### config.mk
export PLATFORM = sky130hd
export DESIGN_NAME = result_writeback_flat
export DESIGN_NICKNAME = d
export VERILOG_FILES = /design/src/rtl/result_writeback_pkg.sv /design/src/rtl/result_writeback_if.sv /design/src/rtl/result_writeback_arch_reg_file.sv /design/src/rtl/result_writeback.sv /design/src/flat_wrapper.sv
export SDC_FILE = /design/constraint.sdc
export NUM_CORES = 1
export LEC_CHECK = 0
export CORE_AREA = 2 2 266 268
export CTS_CLUSTER_SIZE = 24
export DETAILED_ROUTE_END_ITERATION = 6
export DIE_AREA = 0 0 268 270
export PLACE_DENSITY = 0.62
export SLEW_MARGIN = 15
export SYNTH_ARGS = -nofsm -noshare
export SYNTH_HDL_FRONTEND = slang
export SYNTH_HIERARCHICAL = 1
export SYNTH_SLANG_ARGS = --single-unit
### constraint.sdc
create_clock -name clk -period 5.6 [get_ports clk]
set_input_delay 0.56 -clock clk [delete_from_list [all_inputs] [get_ports clk]]
set_output_delay 0.56 -clock clk [all_outputs]
set_load 0.01 [all_outputs]
### src/rtl/result_writeback_pkg.sv
// result_writeback_pkg: channel encodings and interrupt vector layout shared by decode and writeback
package result_writeback_pkg;
  localparam logic [3:0] CH_NONE = 4'd0;
  localparam logic [3:0] CH_R1   = 4'd1;
  localparam logic [3:0] CH_R2   = 4'd2;
  localparam logic [3:0] CH_R3   = 4'd3;
  localparam logic [3:0] CH_R4   = 4'd4;
  localparam logic [3:0] CH_R5   = 4'd5;
  localparam logic [3:0] CH_R6   = 4'd6;
  localparam logic [3:0] CH_R7   = 4'd7;
  localparam logic [3:0] CH_R8   = 4'd8;
  localparam logic [3:0] CH_FLAG = 4'd9;
  localparam logic [3:0] CH_PC   = 4'd10;
  localparam logic [3:0] CH_TPC  = 4'd11;
  localparam logic [3:0] CH_IPC  = 4'd12;
  localparam logic [3:0] CH_SP   = 4'd13;
  localparam logic [3:0] CH_TLB  = 4'd14;
  localparam logic [3:0] CH_SYS  = 4'd15;
  localparam logic [1:0] Y2_NONE = 2'd0;
  localparam logic [1:0] Y2_FLAG = 2'd1;
  localparam logic [1:0] Y2_SP   = 2'd2;
  localparam int IVT_SLOT_LSB = 2;
  localparam int IVT_NUM_W    = 8;
  localparam int IVT_BASE_LSB = IVT_SLOT_LSB + IVT_NUM_W;
  // Vector table entry: table base from sys, vector number scaled to a 4-byte slot.
  function automatic logic [31:0] ivt_addr(input logic [31:0] base, input logic [IVT_NUM_W-1:0] num);
    return {base[31:IVT_BASE_LSB], num, {IVT_SLOT_LSB{1'b0}}};
  endfunction
endpackage

### src/rtl/result_writeback_if.sv
// result_writeback_if: execute-result bus into writeback and architectural register view out of it
interface result_writeback_if;
  logic        isStop;
  logic        this_isRunning;
  logic [31:0] thisOrderAddress;
  logic [31:0] y1;
  logic [3:0]  y1_channel_select;
  logic [31:0] y2;
  logic [1:0]  y2_channel_select;
  logic        interrupt;
  logic [7:0]  interrupt_num;
  logic [31:0] r1, r2, r3, r4, r5, r6, r7, r8;
  logic [31:0] flag, pc, tpc, ipc, sp, tlb, sys;
  logic        pc_redirect;
  logic [31:0] instret;
  modport master (
    output isStop, this_isRunning, thisOrderAddress, y1, y1_channel_select, y2, y2_channel_select,
           interrupt, interrupt_num,
    input  r1, r2, r3, r4, r5, r6, r7, r8, flag, pc, tpc, ipc, sp, tlb, sys, pc_redirect, instret
  );
  modport slave (
    input  isStop, this_isRunning, thisOrderAddress, y1, y1_channel_select, y2, y2_channel_select,
           interrupt, interrupt_num,
    output r1, r2, r3, r4, r5, r6, r7, r8, flag, pc, tpc, ipc, sp, tlb, sys, pc_redirect, instret
  );
endinterface

### src/rtl/result_writeback_arch_reg_file.sv
// arch_reg_file: 15 architectural registers, port A beats port B, interrupt entry beats both on pc/ipc
module arch_reg_file
  import result_writeback_pkg::*;
#(
  parameter logic [31:0] PC_RESET = 32'h0000_0000,
  parameter logic [31:0] SP_RESET = 32'h0000_FFFC
) (
  input  logic        clk,
  input  logic        rst,
  input  logic        we_a_i,
  input  logic [3:0]  sel_a_i,
  input  logic [31:0] data_a_i,
  input  logic        we_b_i,
  input  logic [3:0]  sel_b_i,
  input  logic [31:0] data_b_i,
  input  logic        irq_we_i,
  input  logic [31:0] irq_pc_i,
  input  logic [31:0] irq_ipc_i,
  output logic [31:0] regs_o [1:15]
);
  logic [31:0] regs_q [1:15];
  logic [31:0] regs_d [1:15];
  // Per-register next value with write-port priority: interrupt, then A, then B.
  always_comb begin
    for (int i = 1; i < 16; i++)
      regs_d[i] = (we_a_i && sel_a_i == 4'(i)) ? data_a_i :
                  (we_b_i && sel_b_i == 4'(i)) ? data_b_i : regs_q[i];
    if (irq_we_i) begin
      regs_d[CH_PC]  = irq_pc_i;
      regs_d[CH_IPC] = irq_ipc_i;
    end
  end
  // Register storage with pc/sp reset vectors.
  always_ff @(posedge clk) begin
    for (int i = 1; i < 16; i++)
      regs_q[i] <= rst ? ((4'(i) == CH_PC) ? PC_RESET : (4'(i) == CH_SP) ? SP_RESET : 32'h0) : regs_d[i];
  end
  assign regs_o = regs_q;
endmodule

### src/rtl/result_writeback.sv
// result_writeback: commits execute results and interrupt entry into the architectural registers
module result_writeback
  import result_writeback_pkg::*;
#(
  parameter logic [31:0] PC_RESET    = 32'h0000_0000,
  parameter logic [31:0] SP_RESET    = 32'h0000_FFFC,
  parameter int          ORDER_BYTES = 4
) (
  input logic               clk,
  input logic               rst,
  result_writeback_if.slave wb
);
  logic        commit, a_we, b_we, irq_we, redirect_d, redirect_q;
  logic [3:0]  b_sel;
  logic [31:0] ipc_d, instret_d, instret_q;
  logic [31:0] regs [1:15];
  // Commit qualification and write-port steering; interrupt entry owns pc/ipc.
  always_comb begin
    commit     = wb.this_isRunning && !wb.isStop && !rst;
    b_sel      = (wb.y2_channel_select == Y2_FLAG) ? CH_FLAG : (wb.y2_channel_select == Y2_SP) ? CH_SP : CH_NONE;
    a_we       = commit && wb.y1_channel_select != CH_NONE &&
                 !(wb.interrupt && (wb.y1_channel_select == CH_PC || wb.y1_channel_select == CH_IPC));
    b_we       = commit && b_sel != CH_NONE;
    irq_we     = commit && wb.interrupt;
    ipc_d      = (wb.y1_channel_select == CH_PC) ? wb.y1 : wb.thisOrderAddress + 32'(ORDER_BYTES);
    redirect_d = commit && (wb.y1_channel_select == CH_PC || wb.interrupt);
    instret_d  = commit ? instret_q + 32'd1 : instret_q;
  end
  // Redirect pulse and retired-instruction counter.
  always_ff @(posedge clk) begin
    redirect_q <= rst ? 1'b0 : redirect_d;
    instret_q  <= rst ? 32'h0 : instret_d;
  end
  arch_reg_file #(.PC_RESET(PC_RESET), .SP_RESET(SP_RESET)) u_regs (
    .clk       (clk),
    .rst       (rst),
    .we_a_i    (a_we),
    .sel_a_i   (wb.y1_channel_select),
    .data_a_i  (wb.y1),
    .we_b_i    (b_we),
    .sel_b_i   (b_sel),
    .data_b_i  (wb.y2),
    .irq_we_i  (irq_we),
    .irq_pc_i  (ivt_addr(regs[CH_SYS], wb.interrupt_num)),
    .irq_ipc_i (ipc_d),
    .regs_o    (regs)
  );
  assign wb.r1          = regs[CH_R1];
  assign wb.r2          = regs[CH_R2];
  assign wb.r3          = regs[CH_R3];
  assign wb.r4          = regs[CH_R4];
  assign wb.r5          = regs[CH_R5];
  assign wb.r6          = regs[CH_R6];
  assign wb.r7          = regs[CH_R7];
  assign wb.r8          = regs[CH_R8];
  assign wb.flag        = regs[CH_FLAG];
  assign wb.pc          = regs[CH_PC];
  assign wb.tpc         = regs[CH_TPC];
  assign wb.ipc         = regs[CH_IPC];
  assign wb.sp          = regs[CH_SP];
  assign wb.tlb         = regs[CH_TLB];
  assign wb.sys         = regs[CH_SYS];
  assign wb.pc_redirect = redirect_q;
  assign wb.instret     = instret_q;
endmodule

### src/flat_wrapper.sv
// flat-port wrapper written by rule: the top's interface ports become plain ports
module result_writeback_flat import result_writeback_pkg::*;
#(
  parameter logic [31:0] PC_RESET    = 32'h0000_0000,
  parameter logic [31:0] SP_RESET    = 32'h0000_FFFC,
  parameter int          ORDER_BYTES = 4
)
  (clk, rst, wb_isStop, wb_this_isRunning, wb_thisOrderAddress, wb_y1, wb_y1_channel_select, wb_y2, wb_y2_channel_select, wb_interrupt, wb_interrupt_num, wb_r1, wb_r2, wb_r3, wb_r4, wb_r5, wb_r6, wb_r7, wb_r8, wb_flag, wb_pc, wb_tpc, wb_ipc, wb_sp, wb_tlb, wb_sys, wb_pc_redirect, wb_instret);
  result_writeback_if wb_i ();
  input logic clk;
  input logic rst;
  input wire logic [$bits(wb_i.isStop)-1:0] wb_isStop;
  input wire logic [$bits(wb_i.this_isRunning)-1:0] wb_this_isRunning;
  input wire logic [$bits(wb_i.thisOrderAddress)-1:0] wb_thisOrderAddress;
  input wire logic [$bits(wb_i.y1)-1:0] wb_y1;
  input wire logic [$bits(wb_i.y1_channel_select)-1:0] wb_y1_channel_select;
  input wire logic [$bits(wb_i.y2)-1:0] wb_y2;
  input wire logic [$bits(wb_i.y2_channel_select)-1:0] wb_y2_channel_select;
  input wire logic [$bits(wb_i.interrupt)-1:0] wb_interrupt;
  input wire logic [$bits(wb_i.interrupt_num)-1:0] wb_interrupt_num;
  output wire logic [$bits(wb_i.r1)-1:0] wb_r1;
  output wire logic [$bits(wb_i.r2)-1:0] wb_r2;
  output wire logic [$bits(wb_i.r3)-1:0] wb_r3;
  output wire logic [$bits(wb_i.r4)-1:0] wb_r4;
  output wire logic [$bits(wb_i.r5)-1:0] wb_r5;
  output wire logic [$bits(wb_i.r6)-1:0] wb_r6;
  output wire logic [$bits(wb_i.r7)-1:0] wb_r7;
  output wire logic [$bits(wb_i.r8)-1:0] wb_r8;
  output wire logic [$bits(wb_i.flag)-1:0] wb_flag;
  output wire logic [$bits(wb_i.pc)-1:0] wb_pc;
  output wire logic [$bits(wb_i.tpc)-1:0] wb_tpc;
  output wire logic [$bits(wb_i.ipc)-1:0] wb_ipc;
  output wire logic [$bits(wb_i.sp)-1:0] wb_sp;
  output wire logic [$bits(wb_i.tlb)-1:0] wb_tlb;
  output wire logic [$bits(wb_i.sys)-1:0] wb_sys;
  output wire logic [$bits(wb_i.pc_redirect)-1:0] wb_pc_redirect;
  output wire logic [$bits(wb_i.instret)-1:0] wb_instret;
  assign wb_i.isStop = wb_isStop;
  assign wb_i.this_isRunning = wb_this_isRunning;
  assign wb_i.thisOrderAddress = wb_thisOrderAddress;
  assign wb_i.y1 = wb_y1;
  assign wb_i.y1_channel_select = wb_y1_channel_select;
  assign wb_i.y2 = wb_y2;
  assign wb_i.y2_channel_select = wb_y2_channel_select;
  assign wb_i.interrupt = wb_interrupt;
  assign wb_i.interrupt_num = wb_interrupt_num;
  assign wb_r1 = wb_i.r1;
  assign wb_r2 = wb_i.r2;
  assign wb_r3 = wb_i.r3;
  assign wb_r4 = wb_i.r4;
  assign wb_r5 = wb_i.r5;
  assign wb_r6 = wb_i.r6;
  assign wb_r7 = wb_i.r7;
  assign wb_r8 = wb_i.r8;
  assign wb_flag = wb_i.flag;
  assign wb_pc = wb_i.pc;
  assign wb_tpc = wb_i.tpc;
  assign wb_ipc = wb_i.ipc;
  assign wb_sp = wb_i.sp;
  assign wb_tlb = wb_i.tlb;
  assign wb_sys = wb_i.sys;
  assign wb_pc_redirect = wb_i.pc_redirect;
  assign wb_instret = wb_i.instret;
  result_writeback #(.PC_RESET(PC_RESET), .SP_RESET(SP_RESET), .ORDER_BYTES(ORDER_BYTES)) u_core (.clk(clk), .rst(rst), .wb(wb_i));
endmodule
==> metrics.csv, run 1 <==
stage;metric;value;unit
drt;drt drc;0;
worst_hold_path;hold crit path type;in2reg;
setup_path;CP cell instances;clkdlybuf4s50_1, inv_1, ha_1, inv_1, buf_4, and2_1, or3b_1, nor2_4, nand2_1, a311oi_1;
clock_tree;Clk Tree Root Cell;clkbuf_16;
drt;DR vias;26300;
global_route;first-pass GRT wire length;166000;um
timing;worst rel slew slack;-111;%
clock_tree;post_cts resized;0;
finish;design area;32900;um^2
clock_tree;cts hold-fix bufs;0;
clock_tree;post-CTS setup buffers;0;
timing;Setup TNS Final;0;ns
finish;layout cells sized above 1;6.18;%
clock_tree;CTS tree;done;
floorplan;Die W;268;um
worst_hold_path;Hold EP;u_core/wb.instret[30]$_SDFFE_PP0P_;
drt;Antenna Nets Post-Route;0;
floorplan;Die Area;72400;um^2
logic_synthesis;EDFF count, synth;0;
logic_synthesis;Post-Syn Area;24100;um^2
logic_synthesis;ys flop type;dfxtp_1;
global_route;Total GRT Usage;30.7;%
timing;Worst Max-Slew Pin Slew;3.15;ns
logic_synthesis;Yosys warnings;6;
power_and_ir_drop;PwrDens;255;nW/um^2
global_route;initial antenna violation count;11;
power_and_ir_drop;LEAKAGE;10.7;nW
timing;Tmin final;3.36;ns
setup_path;Buf/Inv on CP;4;
placed_design;DP Area;30900;um^2
finish;multi-input logic area;12500;um^2
setup_path;critical path required time;6.10;ns
timing;Hold Vio Cnt, Final;0;
setup_path;Worst path most repeated cell;inv_1;
floorplan;# rows;97;
timing;Layout Skew;0.00985;ns
global_route;vias in the first global route;23500;
logic_synthesis;Synth top area share;42.7;%
logic_synthesis;Synth Instances;3108;
clock_tree;CTS sink cnt;513;
setup_path;Worst R2R End;u_core/wb.instret[24]$_SDFFE_PP0P_;
global_route;grt ovf;0;
logic_synthesis;flops & latches, synth;513;
logic_synthesis;Synth cell types;60;
timing;Final setup violation count;0;
timing;final critical-path share of the clock period;60.0;%
drt;detailed-route wire length;117000;um
floorplan;I/O Pins;628;
finish;nets;3665;
setup_path;Worst Reg2Reg Path Length in Cells;6;
setup_path;Slowest cell on crit path;nor2_4;
clock_tree;clk_lat worst skew;0.62;ns
drt;violation count after the first detailed-route iteration;3190;
timing;Max Slew Vio Count;462;
floorplan;Initial Utilization;34.6;%
logic_synthesis;Synth Area per Inst;7.74;um^2
setup_path;CP Capture Type;flop;
setup_path;R2R Setup Slk;3.43;ns
logic_synthesis;Seq/Total Area, Yosys;42.7;%
status;failing checks;max-slew violations;
setup_path;Crit Path Class;in2reg;
timing;WHS;0.284;ns
finish;Fill cells;6648;
timing;RSZ-0062 raised after global routing;false;
worst_hold_path;hold depth;2;
clock_tree;maximum clock path buffer count;3;
setup_path;number of stages on the worst setup path;10;
setup_path;Worst Setup Start Kind;input port;
logic_synthesis;ys async rst share;0;%
flow_run;Max-cap violations;0;
floorplan;placeable core area;69500;um^2
setup_path;worst path arrival time;3.86;ns
setup_path;largest fanout on the critical path;32;
placed_design;Detail Placement HPWL;76600;um
finish;Seq. cell area;10300;um^2
setup_path;Crit path max-delay family;simple AND/OR/NAND/NOR gates;
placed_design;global placer's final weighted congestion;0.869;
timing;fmax;298;MHz
drt;TritonRoute pass-1 iters;5;
placed_design;pre-CTS WS;1.73;ns
global_route;pin count of the biggest net entering global routing;196;
drt;Routed WL per cell;25.7;um
floorplan;Die Y;270;um
timing;final worst setup slack;2.24;ns
logic_synthesis;dominant cells by area after synthesis;dfxtp_1 (43%), a311oi_1 (15%), nand2_1 (14%), nor2_1 (7.4%), clkbuf_1 (4.4%);
setup_path;CP max stage delay;0.76;ns
drt;DR vias/cell;5.79;
clock_tree;Num CTS Buffers;57;
placed_design;Port Buffers;627;
finish;layout overhead on the synthesized area;36.7;%
power_and_ir_drop;worst IR drop on VDD;0.000235;V
status;status;complete, but fails checks;
setup_path;worst r2r src;u_core/wb.instret[0]$_SDFFE_PP0P_;
clock_tree;clk slew on worst S/H paths;0.06;ns
worst_hold_path;hold_sp;rst;
clock_tree;CTS H-Tree Depth;2;
logic_synthesis;Synth area leader;dfxtp_1;
-- placed cells by master, fill, tap and decap left out, types with 21 or more instances in the layout --
master / n
a21boi_0: 26
a221oi_1: 30
a311oi_1: 402
a32oi_1: 34
and3_1: 47
buf_4: 82
clkbuf_16: 57
clkdlybuf4s50_1: 626
dfxtp_1: 513
nand2_1: 865
nand3_1: 21
nor2_1: 470
nor2b_1: 36
o21ai_0: 26
o2bb2ai_1: 56
xnor2_1: 33
xor2_1: 23
-- flip-flops by register name, indices dropped and copies added, names as in the netlist --
register               cells
u_core/u_regs/regs_o     480
u_core/wb.pc_redirect      1
u_core/wb.instret         32
-- cell families (layout without fill, tap and decap cells) --
group	count (synthesis)	in the layout	synth area share, %
AO/OA/AOI/OAI	637	637	22.3
other	1	14	0.0156
adder cells (fa/ha/maj)	3	3	0.156
AND/OR/NAND/NOR	1550	1550	26.9
multiplexers	1	1	0.0468
XOR/XNOR	56	56	2.04
flip-flops	513	513	42.7
buffers and inverters	347	823	5.79
-- how the worst max path moves through the flow --
stage,startpoint,slack [ns],to
2_1_floorplan,wb_y2_channel_select[0],3.08,u_core/u_regs/regs_o[68]$_SDFFE_PP1P_
3_3_place_gp,wb_y2_channel_select[0],1.80,u_core/u_regs/regs_o[459]$_SDFFE_PP0P_
3_5_place_dp,wb_y2_channel_select[0],1.73,u_core/u_regs/regs_o[454]$_SDFFE_PP0P_
4_1_cts,wb_y2_channel_select[0],2.35,u_core/u_regs/regs_o[459]$_SDFFE_PP0P_
5_1_grt,wb_y2_channel_select[0],2.13,u_core/u_regs/regs_o[453]$_SDFFE_PP0P_
6_report,wb_y2_channel_select[0],2.24,u_core/u_regs/regs_o[459]$_SDFFE_PP0P_
-- area by class of cell --
type                            instances  share of cell area (%)
Inverter                               10                   0.114
Antenna cell                            7                  0.0533
Multi-Input combinational cell       2254                    38.0
Tap cell                              940                    3.58
Timing Repair Buffer                  711                    21.1
Sequential cell                       513                    31.2
Clock buffer                           86                    5.16
Clock inverter                         16                   0.734
-- power by group --
group          switching [mW]  internal, mW
Sequential             0.0256          3.69
Combinational           0.483         0.236
Clock                    1.63          2.31
-- metal layers --
layer	global-route usage, %	wire, um
met3	5.99	11700
met5	0	40
met2	48.3	52800
met4	11.4	4490
met1	41.4	47600
-- cells in the mapped netlist, drive strengths merged (25+ instances only) --
cell     instances
a21boi          26
a221oi          30
a311oi         402
a32oi           34
and3            48
buf             56
clkbuf         281
dfxtp          513
nand2          874
nand3           25
nor2           477
nor2b           37
o21ai           26
o2bb2ai         56
xnor2           33
-- through the flow --
step	total power, mW	util [%]	instances
final	8.38	47.3	4537
after global routing	8.57	47.3	4534
after CTS	8.39	47.3	4530
after detailed placement	4.49	44.5	4428
after global placement	4.49	44.5	4428
after floorplan	4.07	-	3114
Note: power is estimated with default switching activity, not from simulation.
==> run 2: changes to the inputs <==
Settings changed: PLACE_DENSITY 0.62 to 0.64.
Clock period 5.6 ns to 2.95 ns, I/O delays scaled along.
==> metrics.csv, run 2 (synthesized netlist as in run 1, its figures left out) <==
stage;metric;value;unit;change
setup_path;Crit Path Class;in2reg;;
drt;violation count after the first detailed-route iteration;3247;;+1.8%
timing;Max Slew Vio Count;462;;unchanged
timing;fmax;440;MHz;
worst_hold_path;hold depth;4;;+2
timing;Worst Max-Slew Pin Slew;3.24;ns;+0.0965 ns
placed_design;Port Buffers;627;;unchanged
finish;Fill cells;6678;;+0.45%
setup_path;R2R Setup Slk;0.76;ns;-2.67 ns
setup_path;Worst R2R End;u_core/wb.instret[27]$_SDFFE_PP0P_;;
timing;Setup TNS Final;0;ns;unchanged
global_route;Total GRT Usage;31.2;%;+0.50 points
timing;Hold Vio Cnt, Final;0;;unchanged
placed_design;global placer's final weighted congestion;0.865;;-0.51%
drt;DR vias;26800;;+2.0%
clock_tree;CTS tree;done;;
timing;worst rel slew slack;-117;%;-6.5 points
global_route;initial antenna violation count;12;;+1
power_and_ir_drop;Pwr Total;16.1;mW;+92%
global_route;grt ovf;0;;unchanged
clock_tree;CTS sink cnt;513;;unchanged
placed_design;Detail Placement HPWL;80800;um;+5.5%
floorplan;Die Area;72400;um^2;unchanged
timing;Layout Skew;0.00874;ns;-0.00111 ns
timing;final critical-path share of the clock period;77.0;%;
setup_path;CP Capture Type;flop;;
clock_tree;clk_lat worst skew;0.61;ns;about the same
floorplan;Die W;268;um;unchanged
worst_hold_path;Hold EP;u_core/wb.pc_redirect$_SDFF_PP0_;;
setup_path;largest fanout on the critical path;12;;-63%
setup_path;Worst Reg2Reg Path Length in Cells;5;;-1
power_and_ir_drop;LEAKAGE;11.3;nW;+5.9%
floorplan;Initial Utilization;34.6;%;unchanged
timing;Tmin final;2.27;ns;
flow_run;Max-cap violations;0;;unchanged
global_route;vias in the first global route;24200;;+2.8%
drt;TritonRoute pass-1 iters;5;;unchanged
power_and_ir_drop;PwrDens;471;nW/um^2;+85%
finish;most common cell after layout, fill and taps aside;nand2_1;;
floorplan;# rows;97;;unchanged
worst_hold_path;hold_sp;rst;;
floorplan;placeable core area;69500;um^2;unchanged
finish;layout overhead on the synthesized area;41.7;%;
clock_tree;Num CTS Buffers;58;;+1.8%
drt;Antenna Nets Post-Route;0;;unchanged
drt;Routed WL per cell;25.6;um;-0.37%
clock_tree;post-CTS setup buffers;0;;unchanged
clock_tree;maximum clock path buffer count;3;;unchanged
status;failing checks;max-slew violations;;
finish;Largest register FFs;480;;unchanged
clock_tree;CTS H-Tree Depth;2;;unchanged
finish;layout cells sized above 1;8.24;%;+2.1 points
timing;RSZ-0062 raised after global routing;false;;
setup_path;worst path arrival time;2.78;ns;-1.08 ns
worst_hold_path;hold crit path type;in2reg;;
floorplan;Die Y;270;um;unchanged
power_and_ir_drop;worst IR drop on VDD;0.000467;V;+98%
status;status;complete, but fails checks;;
global_route;pin count of the biggest net entering global routing;217;;+11%
timing;Final setup violation count;0;;unchanged
drt;drt drc;0;;unchanged
global_route;first-pass GRT wire length;169000;um;+1.6%
clock_tree;clk slew on worst S/H paths;0.06;ns;about the same
setup_path;critical path required time;3.46;ns;-2.64 ns
setup_path;Worst Setup Start Kind;input port;;
setup_path;worst r2r src;u_core/wb.instret[11]$_SDFFE_PP0P_;;
drt;DR vias/cell;5.79;;about the same
clock_tree;post_cts resized;0;;unchanged
drt;detailed-route wire length;118000;um;+1.6%
floorplan;I/O Pins;628;;unchanged
clock_tree;Clk Tree Root Cell;clkbuf_16;;
finish;most frequent cells in the layout;nand2_1 (865), clkdlybuf4s50_1 (626), dfxtp_1 (513);;
clock_tree;cts hold-fix bufs;0;;unchanged
finish;nets;3748;;+2.3%
-- run 2: layout make-up --
cell class | instances | area (um^2) | area share [%]
flip-flops and latches | 513 | 10300 | 30.1
repair buffers | 793 | 8100 | 23.8
well taps | 940 | 1180 | 3.45
inverters | 10 | 37.5 | 0.110
clock buffers | 90 | 1710 | 5.03
diodes | 8 | 20.0 | 0.0587
multi-input cells | 2254 | 12500 | 36.7
clock inverters | 17 | 250 | 0.734
-- run 2: worst max-delay path: stages --
cell,delay (ns)
clkdlybuf4s50_1,0.55
ha_1,0.27
inv_1,0.14
and2_1,0.23
buf_4,0.18
nand3b_1,0.21
nor3_4,0.25
buf_4,0.26
nand2_1,0.08
a311oi_1,0.30
-- run 2: how the worst max path moves through the flow --
stage                     slack [ns]                               start                                endpoint
after floorplan                 0.69             wb_y2_channel_select[0]   u_core/u_regs/regs_o[68]$_SDFFE_PP1P_
after global placement          0.08                        wb_interrupt  u_core/u_regs/regs_o[112]$_SDFFE_PP0P_
after detailed placement        0.10             wb_y2_channel_select[1]   u_core/u_regs/regs_o[71]$_SDFFE_PP1P_
after CTS                       0.76  u_core/wb.instret[11]$_SDFFE_PP0P_      u_core/wb.instret[27]$_SDFFE_PP0P_
after global routing            0.52                   wb_this_isRunning  u_core/u_regs/regs_o[240]$_SDFFE_PP0P_
final                           0.68             wb_y2_channel_select[1]  u_core/u_regs/regs_o[236]$_SDFFE_PP0P_
-- run 2: report_power, final --
part	switching (mW)	total, mW	internal (mW)	leakage, nW
registers	0.0508	7.05	7.00	4.14
clock network	3.13	7.56	4.43	0.958
logic	0.940	1.45	0.515	6.25
total	4.12	16.1	11.9	11.3
-- run 2: through the flow --
stage	setup WS, ns	std cells	cell area (um^2)	hold WS (ns)	utilization, %
2_1_floorplan	0.690	3114	24100	0.419	-
5_1_grt	0.519	4622	34100	0.0846	49.0
3_3_place_gp	0.0754	4510	32100	0.445	46.2
4_1_cts	0.763	4617	34100	0.0736	49.0
3_5_place_dp	0.105	4510	32100	0.449	46.2
6_report	0.678	4625	34100	0.0980	49.0
-- run 2: layer usage --
| metal | share of wire, % | vias up | GRT usage (%) |
|---|---|---|---|
| met5 | 0.071 | - | 0 |
| met1 | 41 | 12900 | 41.9 |
| li1 | - | 12000 | - |
| met2 | 45 | 1605 | 48.9 |
| met3 | 10 | 255 | 6.77 |
| met4 | 3.7 | 12 | 11.3 |
==> run 3: changes to the inputs <==
Settings changed: PLACE_DENSITY 0.64 to 0.62.
Clock period 2.95 ns to 2.35 ns, I/O delays scaled along.
==> metrics.csv, run 3 (synthesized netlist as in run 1, its figures left out) <==
stage;metric;value;unit;change
finish;most common cell after layout, fill and taps aside;nand2_1;;
setup_path;Worst R2R End;u_core/wb.instret[18]$_SDFFE_PP0P_;;
drt;detailed-route wire length;118000;um;-0.68%
floorplan;Initial Utilization;34.6;%;unchanged
timing;Final setup violation count;0;;unchanged
setup_path;worst r2r src;u_core/wb.instret[0]$_SDFFE_PP0P_;;
status;status;complete, but fails checks;;
clock_tree;cts hold-fix bufs;0;;unchanged
floorplan;Die Area;72400;um^2;unchanged
timing;final worst setup slack;0.211;ns;-0.467 ns
placed_design;global placer's final weighted congestion;0.882;;+2.0%
timing;fmax;467;MHz;
timing;Worst Max-Slew Pin Slew;3.31;ns;+0.0696 ns
setup_path;largest fanout on the critical path;25;;+13
worst_hold_path;hold crit path type;in2reg;;
drt;Antenna Nets Post-Route;0;;unchanged
clock_tree;Num CTS Buffers;56;;-3.4%
finish;Core Util, Final;50.2;%;+1.2 points
finish;layout overhead on the synthesized area;45.0;%;
global_route;initial antenna violation count;9;;-3
clock_tree;post-CTS setup buffers;0;;unchanged
finish;Largest register FFs;480;;unchanged
placed_design;Detail Placement HPWL;81800;um;+1.2%
drt;DR vias;26900;;+0.40%
status;failing checks;design-rule violations, max-slew violations;;
global_route;vias in the first global route;24800;;+2.5%
power_and_ir_drop;worst IR drop on VDD;0.000563;V;+21%
timing;Max Slew Vio Count;462;;unchanged
finish;layout cells sized above 1;10.5;%;+2.3 points
finish;nets;3832;;+2.2%
drt;drt drc;1;;+1
worst_hold_path;hold_sp;rst;;
clock_tree;CTS H-Tree Depth;2;;unchanged
clock_tree;clk_lat worst skew;0.61;ns;about the same
clock_tree;clk slew on worst S/H paths;0.06;ns;about the same
floorplan;I/O Pins;628;;unchanged
floorplan;Die W;268;um;unchanged
timing;worst rel slew slack;-122;%;-4.7 points
setup_path;worst path arrival time;2.64;ns;-0.14 ns
setup_path;Crit Path Class;in2reg;;
global_route;Total GRT Usage;31.3;%;+0.098 points
timing;RSZ-0062 raised after global routing;false;;
placed_design;pre-CTS WS;-0.358;ns;-0.463 ns
global_route;grt ovf;0;;unchanged
setup_path;CP Capture Type;flop;;
finish;design area;34900;um^2;+2.4%
timing;Tmin final;2.14;ns;
setup_path;Worst Setup Start Kind;input port;;
clock_tree;Clk Tree Root Cell;clkbuf_16;;
setup_path;R2R Setup Slk;0.33;ns;-0.43 ns
worst_hold_path;hold depth;5;;+1
setup_path;critical path required time;2.85;ns;-0.61 ns
clock_tree;maximum clock path buffer count;3;;unchanged
timing;Setup TNS Final;0;ns;unchanged
finish;Fill cells;6580;;-1.5%
placed_design;Port Buffers;627;;unchanged
drt;TritonRoute pass-1 iters;7;;+2
power_and_ir_drop;LEAKAGE;11.8;nW;+4.3%
flow_run;Max-cap violations;0;;unchanged
drt;violation count after the first detailed-route iteration;3280;;+1.0%
global_route;first-pass GRT wire length;170000;um;+0.89%
setup_path;Worst Reg2Reg Path Length in Cells;7;;+2
worst_hold_path;Hold EP;u_core/wb.pc_redirect$_SDFF_PP0_;;
global_route;pin count of the biggest net entering global routing;188;;-13%
finish;most frequent cells in the layout;nand2_1 (865), clkdlybuf4s50_1 (626), dfxtp_1 (513);;
drt;Routed WL per cell;25.0;um;-2.3%
timing;Hold Vio Cnt, Final;0;;unchanged
clock_tree;post_cts resized;0;;unchanged
floorplan;# rows;97;;unchanged
timing;Layout Skew;0.0132;ns;+0.00446 ns
drt;DR vias/cell;5.72;;-1.2%
clock_tree;CTS sink cnt;513;;unchanged
clock_tree;CTS tree;done;;
power_and_ir_drop;PwrDens;586;nW/um^2;+24%
placed_design;DP Area;32900;um^2;+2.4%
floorplan;placeable core area;69500;um^2;unchanged
floorplan;Die Y;270;um;unchanged
timing;final critical-path share of the clock period;91.0;%;
==> run 3: cell types whose count changed in the layout (fill, tap and decap cells not counted), moves of 4 or more <==
cell,change
buf_4,+75
bufinv_16,+4
buf_12,+11
clkinv_2,+4
clkbuf_1,-11
diode_2,-5
==> run 3: critical path: stages <==
cell	delay, ns
clkdlybuf4s50_1	0.45
inv_1	0.10
ha_1	0.35
inv_1	0.08
and2_1	0.20
or3b_1	0.43
nor2_4	0.18
buf_12	0.21
nand2_1	0.08
a311oi_1	0.30
==> run 3: through the flow <==
step / instances / power, mW / hold WS [ns]
finish: 4701 / 20.4 / 0.181
detailed placement: 4596 / 10.9 / 0.446
floorplan: 3114 / 9.69 / 0.359
CTS: 4698 / 20.5 / 0.155
global placement: 4596 / 10.9 / 0.444
global route: 4698 / 20.9 / 0.191
==> run 3: routing by layer <==
layer  vias to the layer above  GRT usage, %  routed length (um)
met3                       245          6.15               11900
met5                         -             0                  85
met4                        12          11.2                4290
met2                      1530          49.6               53700
li1                      12200             -                   -
met1                     12900          42.0               47700
==> run 3: cell type report <==
| cell class | count | area (um^2) | area share [%] |
|---|---|---|---|
| Multi-Input combinational cell | 2254 | 12500 | 35.9 |
| Sequential cell | 513 | 10300 | 29.4 |
| Timing Repair Buffer | 879 | 8890 | 25.5 |
| Clock buffer | 79 | 1640 | 4.69 |
| Tap cell | 940 | 1180 | 3.37 |
| Clock inverter | 23 | 363 | 1.04 |
| Inverter | 10 | 37.5 | 0.108 |
| Antenna cell | 3 | 7.51 | 0.0215 |
==> run 3: how the worst max path moves through the flow <==
stage	slack [ns]	endpoint	start
3_3_place_gp	-0.41	u_core/u_regs/regs_o[175]$_SDFFE_PP0P_	wb_y1_channel_select[3]
5_1_grt	0.06	u_core/u_regs/regs_o[386]$_SDFFE_PP0P_	wb_y1_channel_select[3]
2_1_floorplan	0.15	u_core/u_regs/regs_o[68]$_SDFFE_PP1P_	wb_y2_channel_select[0]
3_5_place_dp	-0.36	u_core/u_regs/regs_o[243]$_SDFFE_PP0P_	wb_y1_channel_select[2]
4_1_cts	0.29	u_core/u_regs/regs_o[175]$_SDFFE_PP0P_	wb_y1_channel_select[2]
6_report	0.21	u_core/u_regs/regs_o[459]$_SDFFE_PP0P_	wb_y2_channel_select[0]
==> run 3: power by group <==
group / switching, mW / internal (mW) / leakage, nW
Clock: 3.89 / 5.82 / 0.982
Combinational: 1.17 / 0.714 / 6.72
Sequential: 0.0676 / 8.79 / 4.14
